`src/rtl/ras_circ_ckpt_if.sv`:
```
// Port bundle for the return-address stack.
// The predecode and controller side (master) drives the request and control
// strobes. The stack (slave) returns top-of-stack, occupancy and event pulses.
// There is no valid/ready handshake: every input is sampled on every rising
// edge, and the stack never stalls its producer.
interface ras_circ_ckpt_if #(
  parameter int VLEN  = 64,
  parameter int PTR_W = 1
);
  logic            flush_i;
  logic            push_i;
  logic            pop_i;
  logic [VLEN-1:0] data_i;
  logic            ckpt_i;
  logic            restore_i;
  logic [VLEN-1:0] data_o;
  logic            valid_o;
  logic [PTR_W:0]  count_o;
  logic            overflow_o;
  logic            underflow_o;

  modport master (
    output flush_i, push_i, pop_i, data_i, ckpt_i, restore_i,
    input  data_o, valid_o, count_o, overflow_o, underflow_o
  );

  modport slave (
    input  flush_i, push_i, pop_i, data_i, ckpt_i, restore_i,
    output data_o, valid_o, count_o, overflow_o, underflow_o
  );
endinterface

```
`src/rtl/ras_circ_ckpt.sv`:
```
// Circular return-address stack with a single pointer checkpoint.
// A push onto a full stack overwrites the oldest entry. A push and a pop in
// the same cycle replace the top entry (coroutine). The checkpoint slot
// saves {tos,count} so the pointers can be recovered after a mispredict.
module ras_circ_ckpt #(
  parameter int VLEN  = 64,
  parameter int DEPTH = 2,
  localparam int PTR_W = $clog2(DEPTH > 1 ? DEPTH : 2)
) (
  input logic           clk_i,
  input logic           rst_ni,
  ras_circ_ckpt_if.slave bus
);

  localparam logic [PTR_W-1:0] LAST_IDX = PTR_W'(DEPTH - 1);
  localparam logic [PTR_W:0]   FULL_CNT = (PTR_W + 1)'(DEPTH);

  logic [VLEN-1:0]  mem_q [DEPTH];
  logic [VLEN-1:0]  mem_d [DEPTH];
  logic [PTR_W-1:0] tos_q, tos_d;
  logic [PTR_W:0]   count_q, count_d;
  logic [PTR_W-1:0] ckpt_tos_q, ckpt_tos_d;
  logic [PTR_W:0]   ckpt_count_q, ckpt_count_d;
  logic             overflow_q, overflow_d;
  logic             underflow_q, underflow_d;

  logic [PTR_W-1:0] tos_inc, tos_dec;
  logic             wr_en;
  logic [PTR_W-1:0] wr_idx;
  logic [VLEN-1:0]  rd_data;

  // Wrap-around pointer arithmetic without modulo, so any depth is legal.
  always_comb begin
    tos_inc = (tos_q == LAST_IDX) ? '0 : tos_q + 1'b1;
    tos_dec = (tos_q == '0) ? LAST_IDX : tos_q - 1'b1;
  end

  // Zero-latency top-of-stack read.
  always_comb begin
    rd_data = '0;
    for (int i = 0; i < DEPTH; i++) begin
      if (tos_q == PTR_W'(i)) rd_data = mem_q[i];
    end
  end

  // Next-state: flush beats restore beats push/pop; checkpoint capture is independent.
  always_comb begin
    tos_d        = tos_q;
    count_d      = count_q;
    overflow_d   = 1'b0;
    underflow_d  = 1'b0;
    wr_en        = 1'b0;
    wr_idx       = tos_q;
    // The slot always takes the pre-update live pointers, so a same-cycle
    // restore still reads the old slot contents.
    ckpt_tos_d   = bus.ckpt_i ? tos_q   : ckpt_tos_q;
    ckpt_count_d = bus.ckpt_i ? count_q : ckpt_count_q;

    if (bus.flush_i) begin
      tos_d   = '0;
      count_d = '0;
    end else if (bus.restore_i) begin
      tos_d   = ckpt_tos_q;
      count_d = ckpt_count_q;
    end else if (bus.push_i && bus.pop_i && (count_q != '0)) begin
      wr_en  = 1'b1;
      wr_idx = tos_q;
    end else if (bus.push_i) begin
      // Also covers push+pop on an empty stack: behaves as a plain push.
      wr_en  = 1'b1;
      wr_idx = tos_inc;
      tos_d  = tos_inc;
      if (count_q == FULL_CNT) overflow_d = 1'b1;
      else                     count_d    = count_q + 1'b1;
    end else if (bus.pop_i) begin
      if (count_q != '0) begin
        tos_d   = tos_dec;
        count_d = count_q - 1'b1;
      end else begin
        underflow_d = 1'b1;
      end
    end
  end

  // Entry write path.
  always_comb begin
    for (int i = 0; i < DEPTH; i++) begin
      mem_d[i] = mem_q[i];
      if (wr_en && (wr_idx == PTR_W'(i))) mem_d[i] = bus.data_i;
    end
  end

  // State registers with synchronous active-low reset.
  always_ff @(posedge clk_i) begin
    if (!rst_ni) begin
      for (int i = 0; i < DEPTH; i++) mem_q[i] <= '0;
      tos_q        <= '0;
      count_q      <= '0;
      ckpt_tos_q   <= '0;
      ckpt_count_q <= '0;
      overflow_q   <= 1'b0;
      underflow_q  <= 1'b0;
    end else begin
      for (int i = 0; i < DEPTH; i++) mem_q[i] <= mem_d[i];
      tos_q        <= tos_d;
      count_q      <= count_d;
      ckpt_tos_q   <= ckpt_tos_d;
      ckpt_count_q <= ckpt_count_d;
      overflow_q   <= overflow_d;
      underflow_q  <= underflow_d;
    end
  end

  // Output mapping.
  always_comb begin
    bus.data_o      = rd_data;
    bus.valid_o     = (count_q != '0);
    bus.count_o     = count_q;
    bus.overflow_o  = overflow_q;
    bus.underflow_o = underflow_q;
  end

endmodule

```
`src/flat_wrapper.sv`:
```
// flat-port wrapper written by rule: the top's interface ports become plain ports
module ras_circ_ckpt_flat 
#(
  parameter int VLEN  = 64,
  parameter int DEPTH = 2,
  localparam int PTR_W = $clog2(DEPTH > 1 ? DEPTH : 2)
)
  (clk_i, rst_ni, bus_flush_i, bus_push_i, bus_pop_i, bus_data_i, bus_ckpt_i, bus_restore_i, bus_data_o, bus_valid_o, bus_count_o, bus_overflow_o, bus_underflow_o);
  ras_circ_ckpt_if #(.VLEN(VLEN), .PTR_W(1)) bus_i ();
  input logic clk_i;
  input logic rst_ni;
  input wire logic [$bits(bus_i.flush_i)-1:0] bus_flush_i;
  input wire logic [$bits(bus_i.push_i)-1:0] bus_push_i;
  input wire logic [$bits(bus_i.pop_i)-1:0] bus_pop_i;
  input wire logic [$bits(bus_i.data_i)-1:0] bus_data_i;
  input wire logic [$bits(bus_i.ckpt_i)-1:0] bus_ckpt_i;
  input wire logic [$bits(bus_i.restore_i)-1:0] bus_restore_i;
  output wire logic [$bits(bus_i.data_o)-1:0] bus_data_o;
  output wire logic [$bits(bus_i.valid_o)-1:0] bus_valid_o;
  output wire logic [$bits(bus_i.count_o)-1:0] bus_count_o;
  output wire logic [$bits(bus_i.overflow_o)-1:0] bus_overflow_o;
  output wire logic [$bits(bus_i.underflow_o)-1:0] bus_underflow_o;
  assign bus_i.flush_i = bus_flush_i;
  assign bus_i.push_i = bus_push_i;
  assign bus_i.pop_i = bus_pop_i;
  assign bus_i.data_i = bus_data_i;
  assign bus_i.ckpt_i = bus_ckpt_i;
  assign bus_i.restore_i = bus_restore_i;
  assign bus_data_o = bus_i.data_o;
  assign bus_valid_o = bus_i.valid_o;
  assign bus_count_o = bus_i.count_o;
  assign bus_overflow_o = bus_i.overflow_o;
  assign bus_underflow_o = bus_i.underflow_o;
  ras_circ_ckpt #(.VLEN(VLEN), .DEPTH(DEPTH)) u_core (.clk_i(clk_i), .rst_ni(rst_ni), .bus(bus_i));
endmodule
```
`config.mk`:
```
export PLATFORM = sky130hd
export DESIGN_NAME = ras_circ_ckpt_flat
export DESIGN_NICKNAME = d
export VERILOG_FILES = /design/src/rtl/ras_circ_ckpt_if.sv /design/src/rtl/ras_circ_ckpt.sv /design/src/flat_wrapper.sv
export SDC_FILE = /design/constraint.sdc
export NUM_CORES = 1
export LEC_CHECK = 0
export CAP_MARGIN = 20
export CELL_PAD_IN_SITES_DETAIL_PLACEMENT = 0
export CELL_PAD_IN_SITES_GLOBAL_PLACEMENT = 2
export CORE_AREA = 2 2 141 143
export CTS_CLUSTER_DIAMETER = 30
export DETAILED_ROUTE_END_ITERATION = 8
export DIE_AREA = 0 0 143 145
export PLACE_DENSITY_LB_ADDON = 0.1
export SYNTH_ARGS = -nofsm -noshare
export SYNTH_HDL_FRONTEND = slang
export SYNTH_SLANG_ARGS = --single-unit
```
`constraint.sdc`:
```
create_clock -name clk_i -period 2.97 [get_ports clk_i]
set_input_delay 0.594 -clock clk_i [delete_from_list [all_inputs] [get_ports clk_i]]
set_output_delay 0.594 -clock clk_i [all_outputs]
set_load 0.05 [all_outputs]
```
==> metrics.md <==
| Metric | Value |
|---|---|
| Status | completed |
| Die X | 143 um |
| Yosys reg bits | 136 |
| Post-route DRC | 0 |
| RSZ-0062 raised after global routing | false |
| Bufs and invs on worst path | 2 |
| Worst-Margin Slew | 0.5657 ns |
| Clk root buf | clkbuf_16 |
| Finished Layout Cells | 1063 |
| Count of cell types in the netlist | 31 |
| Vias in the first global route | 4799 |
| Total Routing Usage GR | 14.49% |
| Crit end category | primary output |
| Number of gates resized after cts | 0 |
| Mapped Nets | 754 |
| Final nets | 857 |
| # IOs | 140 |
| Fin crit period | 2.881 ns |
| Number of flops mapped to enable cells by yosys | 0 |
| First drt pass iteration count | 4 |
| Post-CTS Setup Bufs | 0 |
| Synth-to-layout area growth | 35.80% |
| PwrDens | 523.7 nW/um^2 |
| CP Max Fanout | 30 |
| DIE AREA | 20740 um^2 |
| Row count | 51 |
| Clock buffer depth | 2 |
| Max Slew Vio Count | 0 |
| Post-synthesis cell count | 683 |
| Share of layout cells above drive strength 1 | 13.41% |
| Post-layout util | 42.97% |
| Cell area after placement | 7595 um^2 |
| Placed Cells | 1032 |
| Mapped cell area | 6078 um^2 |
| Routed Antenna Nets | 0 |
| Final Hold Viols | 0 |
| Fmax achieved | 347.1 MHz |
| Finished Cell Area | 8254 um^2 |
| First-pass GRT wire length | 23760 um |
| Total grt overflow | 0 |
| CTS tree | done |
| GP Congestion | 0.6946 |
| Worst-path cell with the longest stage delay | clkdlybuf4s50_1 |
| IO buf count | 139 |
| DR vias/cell | 4.620 |
| Largest net degree at the start of global routing | 106 |
| Crit-path cells | buf_12 > mux2_2 > clkdlybuf4s50_1 |
| Register area share after synthesis | 44.79% |
| Initial cell density of the core | 31.65% |
| MaxCap Viol Count | 0 |
| Post-Route Skew | 0.006269 ns |
| Setup TNS | 0 ns |
| Yosys warns | 0 |
| Diode count | 0 |
| Core ar. | 19210 um^2 |
| Predominant post-synthesis flop cell | dfxtp_1 |
| Chip Height | 145 um |
| Drt first-iter violations | 193 |
| Worst-path clk slew | 0.06 ns |
| Setup crit start kind | register |
| CTS Buf Count | 17 |
| CP peak stage delay | 0.70 ns |
| Final worst path period share | 96.99% |
| Total Wirelength | 14820 um |
| Final setup viols | 0 |
| DP Wirelength | 9374 um |
| H-tree levels | 4 |
| Average size of a mapped cell | 8.899 um^2 |
| VDD IR max | 0.0003960 V |
| Slew HR | 62.22% |
| Skew-Pair Late Insertion Delay | 0.41 ns |
| Async S/R FF share, synth | 0% |
| WS Path Type | reg -> out |
| Post-DR wirelength/cell | 13.94 um |
| Delay-heaviest family, CP | buffers and inverters |
| Worst EP arrival | 2.29 ns |
| Vias | 4911 |
| Required time of the critical path | 2.38 ns |
| Antenna violations before repair | 1 |
| Worst hold path type | reg -> reg |
| Hold_buf cts | 0 |
| CTS sink cnt | 136 |
| Leak | 3.942 nW |
==> cell families after synthesis <==
kind of cell	after synthesis	synth area share (%)
AOI/OAI and AO/OA	71	6.175
xor gates and xnor gates	2	0.5146
buffers and inverters	63	5.908
DFF	136	44.79
muxes	132	23.08
and+or+nand+nor	279	19.53
==> path summary, 6_finish.rpt <==
kind	to	slack (ns)	from	cells past startpoint
worst max-delay path	bus_data_o[47]	0.09	u_core.tos_q	3
worst min register to register	u_core.mem_q[0][48]	0.44	u_core.mem_q[0][48]	2
worst min-delay path	u_core.mem_q[0][48]	0.44	u_core.mem_q[0][48]	2
worst max register to register	u_core.mem_q[0][113]	1.04	u_core.bus.count_o[1]	5
==> flip-flops by register name (all words and copies together) (netlist names) <==
name and count:
u_core.ckpt_count_q 2, u_core.bus.overflow_o 1, u_core.ckpt_tos_q 1, u_core.bus.count_o 2
u_core.mem_q 128, u_core.tos_q 1, u_core.bus.underflow_o 1
==> layout by cell type, fill, tap and decap left out, types with 2 or more instances in the layout <==
| master | netlist | layout |
|---|---|---|
| a21oi_1 | 3 | 3 |
| nand3_1 | 65 | 65 |
| nor2b_1 | 4 | 4 |
| mux2i_1 | 67 | 67 |
| clkinv_2 | 0 | 6 |
| nor2_1 | 2 | 2 |
| dlymetal6s2s_1 | 0 | 31 |
| clkbuf_16 | 0 | 17 |
| nor4b_1 | 2 | 2 |
| nor4_1 | 2 | 2 |
| bufinv_16 | 0 | 2 |
| o21ai_1 | 64 | 64 |
| clkbuf_8 | 0 | 4 |
| clkdlybuf4s50_1 | 0 | 107 |
| mux2_2 | 65 | 64 |
| nand2_1 | 195 | 195 |
| buf_12 | 6 | 7 |
| nand2b_1 | 3 | 3 |
| dfxtp_1 | 136 | 135 |
==> through the flow <==
stage | hold WS [ns] | worst slack (ns) | total power, mW
6_report | 0.4429 | 0.08935 | 4.323
5_1_grt | 0.4624 | 0.0009002 | 4.509
3_3_place_gp | 0.4326 | 0.4400 | 2.300
2_1_floorplan | 0.4259 | 0.7340 | 2.147
3_5_place_dp | 0.4385 | 0.4202 | 2.309
4_1_cts | 0.4472 | 0.005532 | 4.405
==> report_power, final <==
part,switching (mW),internal (mW)
Clock,0.748,1.31
Combinational,0.198,0.180
Sequential,0.0223,1.86
Total,0.968,3.35
==> cells in the mapped netlist, types with 2 or more instances <==
master	number	area, um^2
a21oi_1	3	15.01
buf_1	5	18.77
buf_12	6	120.1
buf_2	5	25.02
buf_6	2	22.52
clkbuf_1	43	161.4
dfxtp_1	136	2723
mux2_2	65	732.0
mux2i_1	67	670.6
nand2_1	195	732.0
nand2b_1	3	18.77
nand3_1	65	325.3
nor2_1	2	7.510
nor2b_1	4	25.02
nor4_1	2	12.51
nor4b_1	2	17.52
o21ai_1	64	320.3
==> routing by layer <==
| metal | track usage (%) | share of wire, % | up-vias |
|---|---|---|---|
| met3 | 5.116 | 5.6 | 14 |
| met2 | 23.80 | 48 | 91 |
| met5 | 0 | 0.088 | - |
| met1 | 17.30 | 45 | 2288 |
| met4 | 5.396 | 1.4 | 2 |
| li1 | - | - | 2516 |
==> layout make-up <==
| type | count | area (um^2) |
|---|---|---|
| clock buffers | 22 | 484.2 |
| repair buffers | 146 | 1610 |
| fillers | 1860 | 10950 |
| flip-flops and latches | 136 | 2726 |
| clock inverters | 9 | 97.59 |
| multi-input cells | 484 | 3000 |
| well taps | 265 | 331.6 |
| inverters | 1 | 3.754 |
==> worst reg2reg max path, delay by kind of cell, from the launching register on <==
kind            cells  cell delay (ns)
simple gates        1             0.50
flops               1             0.40
mux                 1             0.22
xor+xnor            1             0.14
compound gates      1             0.27
buf+inv             1             0.27
(Power assumes the default switching activity.)
